## config.mk

```make
export PLATFORM = sky130hd
export DESIGN_NAME = ultrasonic_scheduler
export DESIGN_NICKNAME = d
export VERILOG_FILES = /design/src/rtl/ultrasonic_pkg.sv /design/src/rtl/us_rr_pick.sv /design/src/rtl/ultrasonic_scheduler.sv
export SDC_FILE = /design/constraint.sdc
export NUM_CORES = 1
export LEC_CHECK = 0
export CELL_PAD_IN_SITES_DETAIL_PLACEMENT = 1
export CELL_PAD_IN_SITES_GLOBAL_PLACEMENT = 2
export CORE_MARGIN = 1.5
export CORE_UTILIZATION = 41
export CTS_CLUSTER_DIAMETER = 50
export DETAILED_ROUTE_END_ITERATION = 6
export HOLD_SLACK_MARGIN = 0.02
export PLACE_DENSITY = 0.81
export SETUP_SLACK_MARGIN = 0.5
export SYNTH_ARGS = -nofsm -noshare
export SYNTH_HDL_FRONTEND = slang
export SYNTH_SLANG_ARGS = --single-unit
```

## constraint.sdc

```tcl
create_clock -name clk -period 3 [get_ports clk]
set_input_delay 0.3 -clock clk [delete_from_list [all_inputs] [get_ports clk]]
set_output_delay 0.3 -clock clk [all_outputs]
set_load 0.01 [all_outputs]
```

## src/rtl/ultrasonic_pkg.sv

```systemverilog
// rtl/ultrasonic_pkg.sv - shared FSM encoding and tick constants for the ultrasonic scheduler
package ultrasonic_pkg;

  typedef enum logic [2:0] {
    ST_IDLE,
    ST_SELECT,
    ST_TRIG,
    ST_WAIT_RISE,
    ST_MEASURE,
    ST_STORE,
    ST_GUARD
  } us_state_t;

  localparam logic [15:0] ECHO_SAT = 16'hFFFF;

  localparam int DEF_CLK_DIV        = 50;
  localparam int DEF_TRIG_TICKS     = 10;
  localparam int DEF_RISE_TMO_TICKS = 30000;
  localparam int DEF_GUARD_TICKS    = 60000;
  localparam int DEF_SAT_TICKS      = 65535;

endpackage

```

## src/rtl/us_rr_pick.sv

```systemverilog
// rtl/us_rr_pick.sv - combinational round-robin picker: first set mask bit after cur, with wrap
module us_rr_pick #(
  parameter int N = 4
) (
  input  logic [N-1:0]         mask,
  input  logic [$clog2(N)-1:0] cur,
  output logic [$clog2(N)-1:0] next,
  output logic                 found
);
  localparam int W = $clog2(N);

  logic [W-1:0] idx;

  // i runs to N so that a lone enabled channel picks itself again
  always_comb begin
    next  = cur;
    found = 1'b0;
    idx   = '0;
    for (int i = 1; i <= N; i++) begin
      idx = W'((int'(cur) + i) % N);
      if (!found && mask[idx]) begin
        next  = idx;
        found = 1'b1;
      end
    end
  end

endmodule

```

## src/rtl/ultrasonic_scheduler.sv

```systemverilog
// rtl/ultrasonic_scheduler.sv - round-robin HC-SR04 sequencer: trigger, time echo, store, guard
module ultrasonic_scheduler
  import ultrasonic_pkg::*;
#(
  parameter int N_SENS         = 4,
  parameter int CLK_DIV        = DEF_CLK_DIV,
  parameter int TRIG_TICKS     = DEF_TRIG_TICKS,
  parameter int RISE_TMO_TICKS = DEF_RISE_TMO_TICKS,
  parameter int GUARD_TICKS    = DEF_GUARD_TICKS,
  parameter int SAT_TICKS      = DEF_SAT_TICKS
) (
  input  logic                      clk,
  input  logic                      rst_n,
  input  logic                      enable,
  input  logic [N_SENS-1:0]         sensor_mask,
  input  logic [N_SENS-1:0]         echo,
  output logic [N_SENS-1:0]         trig,
  input  logic [$clog2(N_SENS)-1:0] rd_sel,
  output logic [15:0]               rd_value,
  output logic                      rd_valid,
  output logic                      rd_new,
  output logic                      rd_timeout,
  input  logic                      rd_ack,
  output logic                      busy,
  output logic [$clog2(N_SENS)-1:0] cur_sensor,
  output logic                      sample_done
);
  localparam int IDX_W  = $clog2(N_SENS);
  localparam int BANK_N = 1 << IDX_W;
  localparam int PRE_W  = (CLK_DIV > 1) ? $clog2(CLK_DIV) : 1;

  us_state_t         state;
  logic [PRE_W-1:0]  pre_cnt;
  logic [15:0]       tick_cnt;
  logic [15:0]       meas_value;
  logic              meas_tmo;
  logic [N_SENS-1:0] echo_s1, echo_s2;
  logic              echo_d, echo_cur, echo_rise, echo_fall;
  logic [IDX_W-1:0]  pick_idx;
  logic              pick_found;
  logic              wrap, trig_hit, rise_hit, sat_hit, guard_hit;

  logic [15:0]       bank_value [BANK_N];
  logic [BANK_N-1:0] bank_valid, bank_new, bank_tmo;

  us_rr_pick #(.N(N_SENS)) u_pick (
    .mask  (sensor_mask),
    .cur   (cur_sensor),
    .next  (pick_idx),
    .found (pick_found)
  );

  always_ff @(posedge clk or negedge rst_n) begin
    if (!rst_n) begin
      echo_s1 <= '0;
      echo_s2 <= '0;
      echo_d  <= 1'b0;
    end else begin
      echo_s1 <= echo;
      echo_s2 <= echo_s1;
      echo_d  <= echo_cur;
    end
  end

  assign echo_cur  = echo_s2[cur_sensor];
  assign echo_rise = echo_cur & ~echo_d;
  assign echo_fall = ~echo_cur & echo_d;

  // a "hit" fires on the cycle that completes the n-th tick of the current state
  assign wrap      = (pre_cnt == PRE_W'(CLK_DIV - 1));
  assign trig_hit  = wrap && (tick_cnt == 16'(TRIG_TICKS - 1));
  assign rise_hit  = wrap && (tick_cnt == 16'(RISE_TMO_TICKS - 1));
  assign sat_hit   = wrap && (tick_cnt == 16'(SAT_TICKS - 1));
  assign guard_hit = wrap && (tick_cnt == 16'(GUARD_TICKS - 1));

  always_ff @(posedge clk or negedge rst_n) begin
    if (!rst_n) begin
      state       <= ST_IDLE;
      cur_sensor  <= IDX_W'(N_SENS - 1);
      trig        <= '0;
      sample_done <= 1'b0;
      pre_cnt     <= '0;
      tick_cnt    <= '0;
      meas_value  <= '0;
      meas_tmo    <= 1'b0;
    end else begin
      sample_done <= 1'b0;
      pre_cnt     <= wrap ? '0 : pre_cnt + 1'b1;
      if (wrap) tick_cnt <= tick_cnt + 16'd1;
      case (state)
        ST_IDLE: begin
          if (enable && |sensor_mask) begin
            state    <= ST_SELECT;
            pre_cnt  <= '0;
            tick_cnt <= '0;
          end
        end
        ST_SELECT: begin
          pre_cnt  <= '0;
          tick_cnt <= '0;
          if (enable && pick_found) begin
            cur_sensor <= pick_idx;
            trig       <= N_SENS'(1) << pick_idx;
            state      <= ST_TRIG;
          end else begin
            state <= ST_IDLE;
          end
        end
        ST_TRIG: begin
          if (trig_hit) begin
            trig     <= '0;
            state    <= ST_WAIT_RISE;
            pre_cnt  <= '0;
            tick_cnt <= '0;
          end
        end
        ST_WAIT_RISE: begin
          if (echo_rise) begin
            state    <= ST_MEASURE;
            pre_cnt  <= '0;
            tick_cnt <= '0;
          end else if (rise_hit) begin
            meas_value  <= ECHO_SAT;
            meas_tmo    <= 1'b1;
            sample_done <= 1'b1;
            state       <= ST_STORE;
            pre_cnt     <= '0;
            tick_cnt    <= '0;
          end
        end
        ST_MEASURE: begin
          // the +1 counts the partial tick in flight so the result never reads short
          if (echo_fall) begin
            meas_value  <= tick_cnt + 16'd1;
            meas_tmo    <= 1'b0;
            sample_done <= 1'b1;
            state       <= ST_STORE;
            pre_cnt     <= '0;
            tick_cnt    <= '0;
          end else if (sat_hit) begin
            meas_value  <= ECHO_SAT;
            meas_tmo    <= 1'b1;
            sample_done <= 1'b1;
            state       <= ST_STORE;
            pre_cnt     <= '0;
            tick_cnt    <= '0;
          end
        end
        ST_STORE: begin
          state    <= ST_GUARD;
          pre_cnt  <= '0;
          tick_cnt <= '0;
        end
        ST_GUARD: begin
          if (!enable) begin
            state    <= ST_IDLE;
            pre_cnt  <= '0;
            tick_cnt <= '0;
          end else if (guard_hit) begin
            state    <= ST_SELECT;
            pre_cnt  <= '0;
            tick_cnt <= '0;
          end
        end
        default: state <= ST_IDLE;
      endcase
    end
  end

  assign busy = (state != ST_IDLE);

  // the STORE write comes after the ack clear, so a same-index collision keeps new set
  always_ff @(posedge clk or negedge rst_n) begin
    if (!rst_n) begin
      for (int i = 0; i < BANK_N; i++) bank_value[i] <= '0;
      bank_valid <= '0;
      bank_new   <= '0;
      bank_tmo   <= '0;
    end else begin
      if (rd_ack) bank_new[rd_sel] <= 1'b0;
      if (state == ST_STORE) begin
        bank_value[cur_sensor] <= meas_value;
        bank_tmo[cur_sensor]   <= meas_tmo;
        bank_valid[cur_sensor] <= 1'b1;
        bank_new[cur_sensor]   <= 1'b1;
      end
    end
  end

  assign rd_value   = bank_value[rd_sel];
  assign rd_valid   = bank_valid[rd_sel];
  assign rd_new     = bank_new[rd_sel];
  assign rd_timeout = bank_tmo[rd_sel];

endmodule

```

## Yosys cells after proc, flatten, opt, wreduce, memory -nomap -nowiden

Index checks and enable logic that the tools add are counted.

- Input port bits: 14
- Logic and storage cells: 175
- Memories kept: 0
- Register bits: 134
- Output and inout port bits: 27
- Bits in writable memories: 0
- Bits in latches: 0
- Bits in read-only memories: 0

- Divide/modulo/power cells: 0
- Bitwise logic cells: 10
- Equality and inequality tests: 19
- Multiply operators: 0
- Reduce and logical (&&, ||, !) cells: 25
- Add/subtract/negate cells: 6
- Mux-type cells: 85
- Order comparisons: 11
- Shift-type cells: 1

Operators with widths:

| kind | count |
|---|---|
| $mux 16 | 16 |
| $pmux 16 s6 | 1 |
| $bwmux 64 | 1 |
| $mux 6 | 9 |
| $pmux 6 s6 | 1 |
| $bmux 16 s2 | 1 |
| $demux 16 s2 | 1 |
| $eq 16x16->1 const B | 2 |
| $pmux 16 s2 | 1 |
| $mux 3 | 8 |
| $mux 1 | 22 |
| $pmux 3 s7 | 1 |
| $lt 2x3->1 const B | 6 |
| $add 16x1->16 const B | 1 |
| $bmux 1 s2 | 8 |
| $eq 16x15->1 const B | 1 |
| $eq 16x4->1 const B | 1 |
| $mux 4 | 4 |
| $logic_and 1x1->1 | 12 |
| $mux 2 | 5 |
| $ne 2x2->1 const B | 5 |
| $eq 3x3->1 const B | 3 |
| $ne 3x3->1 const B | 3 |
| $or 4x4->4 | 2 |
| 29 further kinds | 42 |

## Longest topological paths before layout

- Depth in word-level cells: 16
- Depth in mapped cells: 8
- Depth with buffers taken out: 7

## Cells and area by module

A second synthesis with hierarchy kept.

- Cell total of the unflattened synthesis: 490
- Area, all modules: 6406.1 µm²

Modules (own cells, without submodules):

| module | times used | seq. area each (µm²) | area an instance (µm²) | cells each |
|---|---|---|---|---|
| ultrasonic_scheduler | 1 | 3355.7 | 6323.6 | 476 |
| us_rr_pick | 1 | 0.0 | 82.6 | 14 |

## Worst setup path after synthesis

OpenSTA, ideal clock, no wires.

- Path type: register to register
- Start: register cur_sensor[0]
- End: register cur_sensor[1]
- Clock period less this slack: 2396 ps
- Cell stages (with the launch flop): 9
- Data arrival time: 2305 ps
- Buffers on the path: 1
- Data required time: 2909 ps
- Setup slack: 604 ps
- Library setup time: 91 ps
- Cell sequence: dfstp_2 > buf_2 > inv_1 > ha_1 > mux4_2 > or2_1 > nor2_1 > nor4_1 > o31ai_1

- Longest elaborated chain between the ends: 15
- Elaborated cells on any way between the ends: 28
- Those cells by class: add/sub (4); mux (16); reduce/logical (8)

Ends and longest elaborated chain:

| what | line | RTL |
|---|---|---|
| start: declaration | ultrasonic_scheduler.sv:25 | `output logic [$clog2(N_SENS)-1:0] cur_sensor,` |
| start signal: assignment | ultrasonic_scheduler.sv:79 | `cur_sensor <= IDX_W'(N_SENS - 1);` |
| start signal: assignment | ultrasonic_scheduler.sv:102 | `cur_sensor <= pick_idx;` |
| $add 2x1->2 | us_rr_pick.sv:20 | `idx = W'((int'(cur) + i) % N);` |
| $bmux 1 s2 | us_rr_pick.sv:21 | `if (!found && mask[idx]) begin` |
| $mux 1 (not written as such) | us_rr_pick.sv:21 |  |
| $mux 1 | us_rr_pick.sv:21 |  |
| $logic_not 1->1 | us_rr_pick.sv:21 |  |
| $logic_and 1x1->1 | us_rr_pick.sv:21 |  |
| $mux 1 | us_rr_pick.sv:21 |  |
| $logic_not 1->1 | us_rr_pick.sv:21 |  |
| $logic_and 1x1->1 | us_rr_pick.sv:21 |  |
| $mux 1 | us_rr_pick.sv:21 |  |
| $logic_not 1->1 | us_rr_pick.sv:21 |  |
| $logic_and 1x1->1 | us_rr_pick.sv:21 |  |
| $mux 1 | us_rr_pick.sv:21 |  |
| $logic_and 1x1->1 | ultrasonic_scheduler.sv:101 | `if (enable && pick_found) begin` |
| $reduce_and 2->1 (no line) | -- |  |

Parallel ways exist; a longest one is shown, timed or not. The select of a mux whose other input is x is not followed.
A chain may end at the register's enable or synchronous reset.

## Worst setup path in the final report

- Start: register tick_cnt[1]
- End: register tick_cnt[7]

- Longest elaborated chain between the ends: 5
- Elaborated cells on any way between the ends: 19
- Those cells by class: add/sub (1); eq/ne (4); mux (10); reduce/logical (4)

Ends and longest elaborated chain:

| what | line | RTL |
|---|---|---|
| start: declaration | ultrasonic_scheduler.sv:34 | `logic [15:0] tick_cnt;` |
| start signal: assignment | ultrasonic_scheduler.sv:89 | `if (wrap) tick_cnt <= tick_cnt + 16'd1;` |
| $add 16x1->16, or another cell as far along | ultrasonic_scheduler.sv:89 |  |
| $mux 16, or another cell as far along | ultrasonic_scheduler.sv:89 |  |
| $mux 16, on equally long branches | ultrasonic_scheduler.sv:159, ultrasonic_scheduler.sv:122, ultrasonic_scheduler.sv:140 |  |
| $mux 16, on equally long branches | ultrasonic_scheduler.sv:155, ultrasonic_scheduler.sv:118, ultrasonic_scheduler.sv:133 |  |
| $pmux 16 s6 * | ultrasonic_scheduler.sv:90 | `case (state)` |

Mark *: on every way between the ends. The rest lies on a longest branch, timed or not.

==> impl_metrics.csv <==
group,metric,value,unit
status,outcome,"completed",
synthesis,syn_avg_cell_area,12.6,µm²
power_and_ir_drop,vdd_drop_max,0.000447,V
clock_network,clock-sinks,134,
clock_network,cts_root_buffer,"clkbuf_16",
finish,synthToLayoutAreaGrowth,20.7,%
clock_network,cts_tree,"yes",
routing,post_drt_via_cell_ratio,5.62,
min_path,min_from,"echo[1]",
critical_path,r2r_cells,9,
sta,setup_viol,0,
global_routing,grt_max_degree,62,
floorplan,io_pins,41,
finish,fin_util,0.512,
critical_path,cp-end-kind,"register",
clock_network,clk_latency,0.42,ns
sta,hold_viol,0,
sta,min_period_over_period,0.796,
sta,whs,0.318,ns
critical_path,cp.arrival,2.65,ns
routing,wl_per_cell,19.5,µm
finish,final_cells,786,
global_routing,antenna_found_initial,0,
job,drv_cap,0,
sta,setup_tns,0,ns
sta,fin_skew,0.00886,ns
synthesis,synth_warnings,0,
min_path,min_path_cells,1,
sta,slew_violations,0,
clock_network,path_clk_slew,0.06,ns
min_path,hold_path.class,"primary input to register",
routing,routed_wl,15400,µm
critical_path,crit_type,"register to register",
synthesis,synth_nets,537,
placed_design,hpwlAfterDp,10100,µm
power_and_ir_drop,p_leak,3.36,nW
finish,antennaDiodeCount,0,
power_and_ir_drop,power,7.39,mW
critical_path,start_kind,"register",
synthesis,synthesis.area,6500,µm²
critical_path,r2r_setup_slack,0.61,ns
clock_network,cts_max_level,4,
floorplan,start_util,0.424,
power_and_ir_drop,power.density,942,nW/µm²
synthesis,yosys_most_used_dff,"dfrtp_1",
sta,clock.fmax,0.419,GHz
floorplan,row_count,45,
synthesis,synth.distinct_cells,55,
critical_path,cp_max_fo,10,
floorplan,fp.coreArea,15300,µm²
global_routing,grt-ovfl-total,0,
finish,nNetsFinal,585,
placed_design,port_buffers,40,
routing,drt_iter0_drc,229,
critical_path,r2r_start,"tick_cnt[1]$_DFF_PN0_",
clock_network,numCtsBuffers,17,
finish,layout_common_cells,"dfrtp_1, mux2_2, clkdlybuf4s50_1",
synthesis,ys_seq_elements,134,
finish,layout_commonest_cell,"dfrtp_1",
sta,slew_headroom,0.482,
clock_network,clk_path_buf_depth,2,
finish,final_layout_size_suffix_gt1_frac,0.292,
floorplan,die_w,129,µm
global_routing,grt_pass1_vias,4749,
synthesis,async_flop_share,1.00,
routing,vias,4417,
min_path,hold_end,"echo_s1[1]$_DFF_PN0_",
routing,remaining_drc_errors,0,
synthesis,synth_edf_count,0,
routing,antenna_left,0,
placed_design,placed_cells,749,
critical_path,rr_endpoint,"tick_cnt[7]$_DFF_PN0_",
synthesis,yosysSeqAreaShare,0.517,
floorplan,die_y,129,µm
synthesis,netlist_instances,514,
placed_design,place_congestion,0.819,
global_routing,grt_first_pass_wirelength,25400,µm
sta,post-route-min-period,2.39,ns
sta,rsz0062_at_grt,"true",
routing,first_pass_iters,4,
floorplan,dieArea,16600,µm²
sta,worst_pin_slew,0.774,ns
global_routing,grt_usage,0.200,
critical_path,cp.required,3.26,ns
[synth_stat cells (2+ instances only)]
| cell type | count | area share |
|---|---|---|
| o21ai_0 | 10 | 0.0077 |
| xnor2_1 | 19 | 0.026 |
| nand3b_1 | 2 | 0.0023 |
| nand2_2 | 4 | 0.0039 |
| o21ai_1 | 2 | 0.0015 |
| nand2_1 | 26 | 0.015 |
| buf_6 | 2 | 0.0035 |
| mux4_2 | 23 | 0.080 |
| nor2_1 | 24 | 0.014 |
| or2_2 | 3 | 0.0029 |
| dfrtp_1 | 132 | 0.51 |
| nand3_1 | 14 | 0.011 |
| xor2_1 | 13 | 0.018 |
| clkbuf_1 | 11 | 0.0064 |
| dfstp_2 | 2 | 0.0081 |
| ha_1 | 9 | 0.017 |
| nor3_1 | 12 | 0.0092 |
| a221oi_1 | 2 | 0.0027 |
| nand2b_1 | 8 | 0.0077 |
| or4_4 | 2 | 0.0035 |
| o31ai_1 | 6 | 0.0069 |
| mux2_2 | 68 | 0.12 |
| buf_2 | 12 | 0.0092 |
| and2_1 | 2 | 0.0019 |
| a2bb2oi_2 | 2 | 0.0046 |
| a21o_1 | 3 | 0.0035 |
| a2bb2oi_1 | 14 | 0.019 |
| nand4_1 | 9 | 0.0087 |
| a211oi_1 | 2 | 0.0023 |
| buf_1 | 4 | 0.0023 |
| nor2b_1 | 2 | 0.0019 |
| mux2i_1 | 4 | 0.0062 |
| and3_1 | 3 | 0.0029 |
| inv_1 | 13 | 0.0075 |
| a21oi_1 | 20 | 0.015 |
| and4_1 | 3 | 0.0040 |
| a31oi_1 | 3 | 0.0029 |
| nor4_1 | 7 | 0.0067 |
[area by class of cell]
type	instances	area, µm²
clock buffers	20	457
flip-flops and latches	134	3360
clock inverters	12	139
well taps	211	264
repair buffers	58	568
inverters	13	52.6
fillers	1570	7470
multi-input cells	338	3000
[state kept, by name, summed over array words and instances, names as in the netlist, 2 cells and up]
signal	cells
bank_valid	4
state	3
echo_s2	4
tick_cnt	16
meas_value	16
bank_tmo	4
echo_s1	4
trig	4
bank_new	4
bank_value	64
pre_cnt	6
cur_sensor	2
[per-stage QoR]
step,cell area (µm²),setup WS (ns)
CTS,7760,0.491
finish,7840,0.613
floorplan,6500,0.604
global placement,7150,0.510
detailed placement,7150,0.456
global route,7840,0.488
[how the worst max path moves through the flow]
stage / startpoint / end
2_1_floorplan: cur_sensor[0]$_DFFE_PN1P_ / cur_sensor[1]$_DFFE_PN1P_
3_3_place_gp: cur_sensor[0]$_DFFE_PN1P_ / trig[1]$_DFFE_PN0P_
3_5_place_dp: cur_sensor[0]$_DFFE_PN1P_ / trig[2]$_DFFE_PN0P_
4_1_cts: cur_sensor[0]$_DFFE_PN1P_ / trig[1]$_DFFE_PN0P_
5_1_grt: state[2]$_DFFE_PN0P_ / bank_value[53]$_DFFE_PN0P_
6_report: tick_cnt[1]$_DFF_PN0_ / tick_cnt[7]$_DFF_PN0_
[repair_timing]
| item | CTS | global route |
|---|---|---|
| hold buffers | 1 | 0 |
| endpoints found under the setup margin | 15 | 18 |
| pin swaps | 2 | 2 |
| setup buffers | 0 | 4 |
| endpoints found under the hold margin | 42 | 0 |
| resized for setup | 1 | 11 |
[kinds of logic after synthesis]
family,count (synthesis),share of synthesized area
and+or+nand+nor,128,0.107
AOI/OAI and AO/OA,74,0.0828
muxes,95,0.204
DFF,134,0.517
xor gates and xnor gates,32,0.0431
adders and majority gates,9,0.0173
buffers and inverters,42,0.0289
[critical path, cell delays in order (launching register included)]
cell and delay (ns):
dfrtp_1 0.45, inv_1 0.09, ha_1 0.18, or4b_1 0.48, nor3_1 0.16, a21oi_1 0.13, nor4_4 0.28, buf_4 0.18
buf_4 0.19, a21oi_1 0.09
[per-layer routing]
metal | track usage | vias up | share of wire
li1 | - | 1988 | -
met1 | 0.265 | 2333 | 0.46
met2 | 0.332 | 82 | 0.50
met3 | 0.0391 | 14 | 0.030
met4 | 0.0615 | 0 | 0.010
met5 | 0 | - | 0
[where the power goes]
group | switching, mW | internal, mW | leakage (nW)
clock network | 0.818 | 1.28 | 0.280
registers | 0.501 | 2.44 | 1.74
logic | 1.04 | 1.31 | 1.34
total | 2.36 | 5.03 | 3.36
Note: power is estimated with default switching activity, not from simulation.
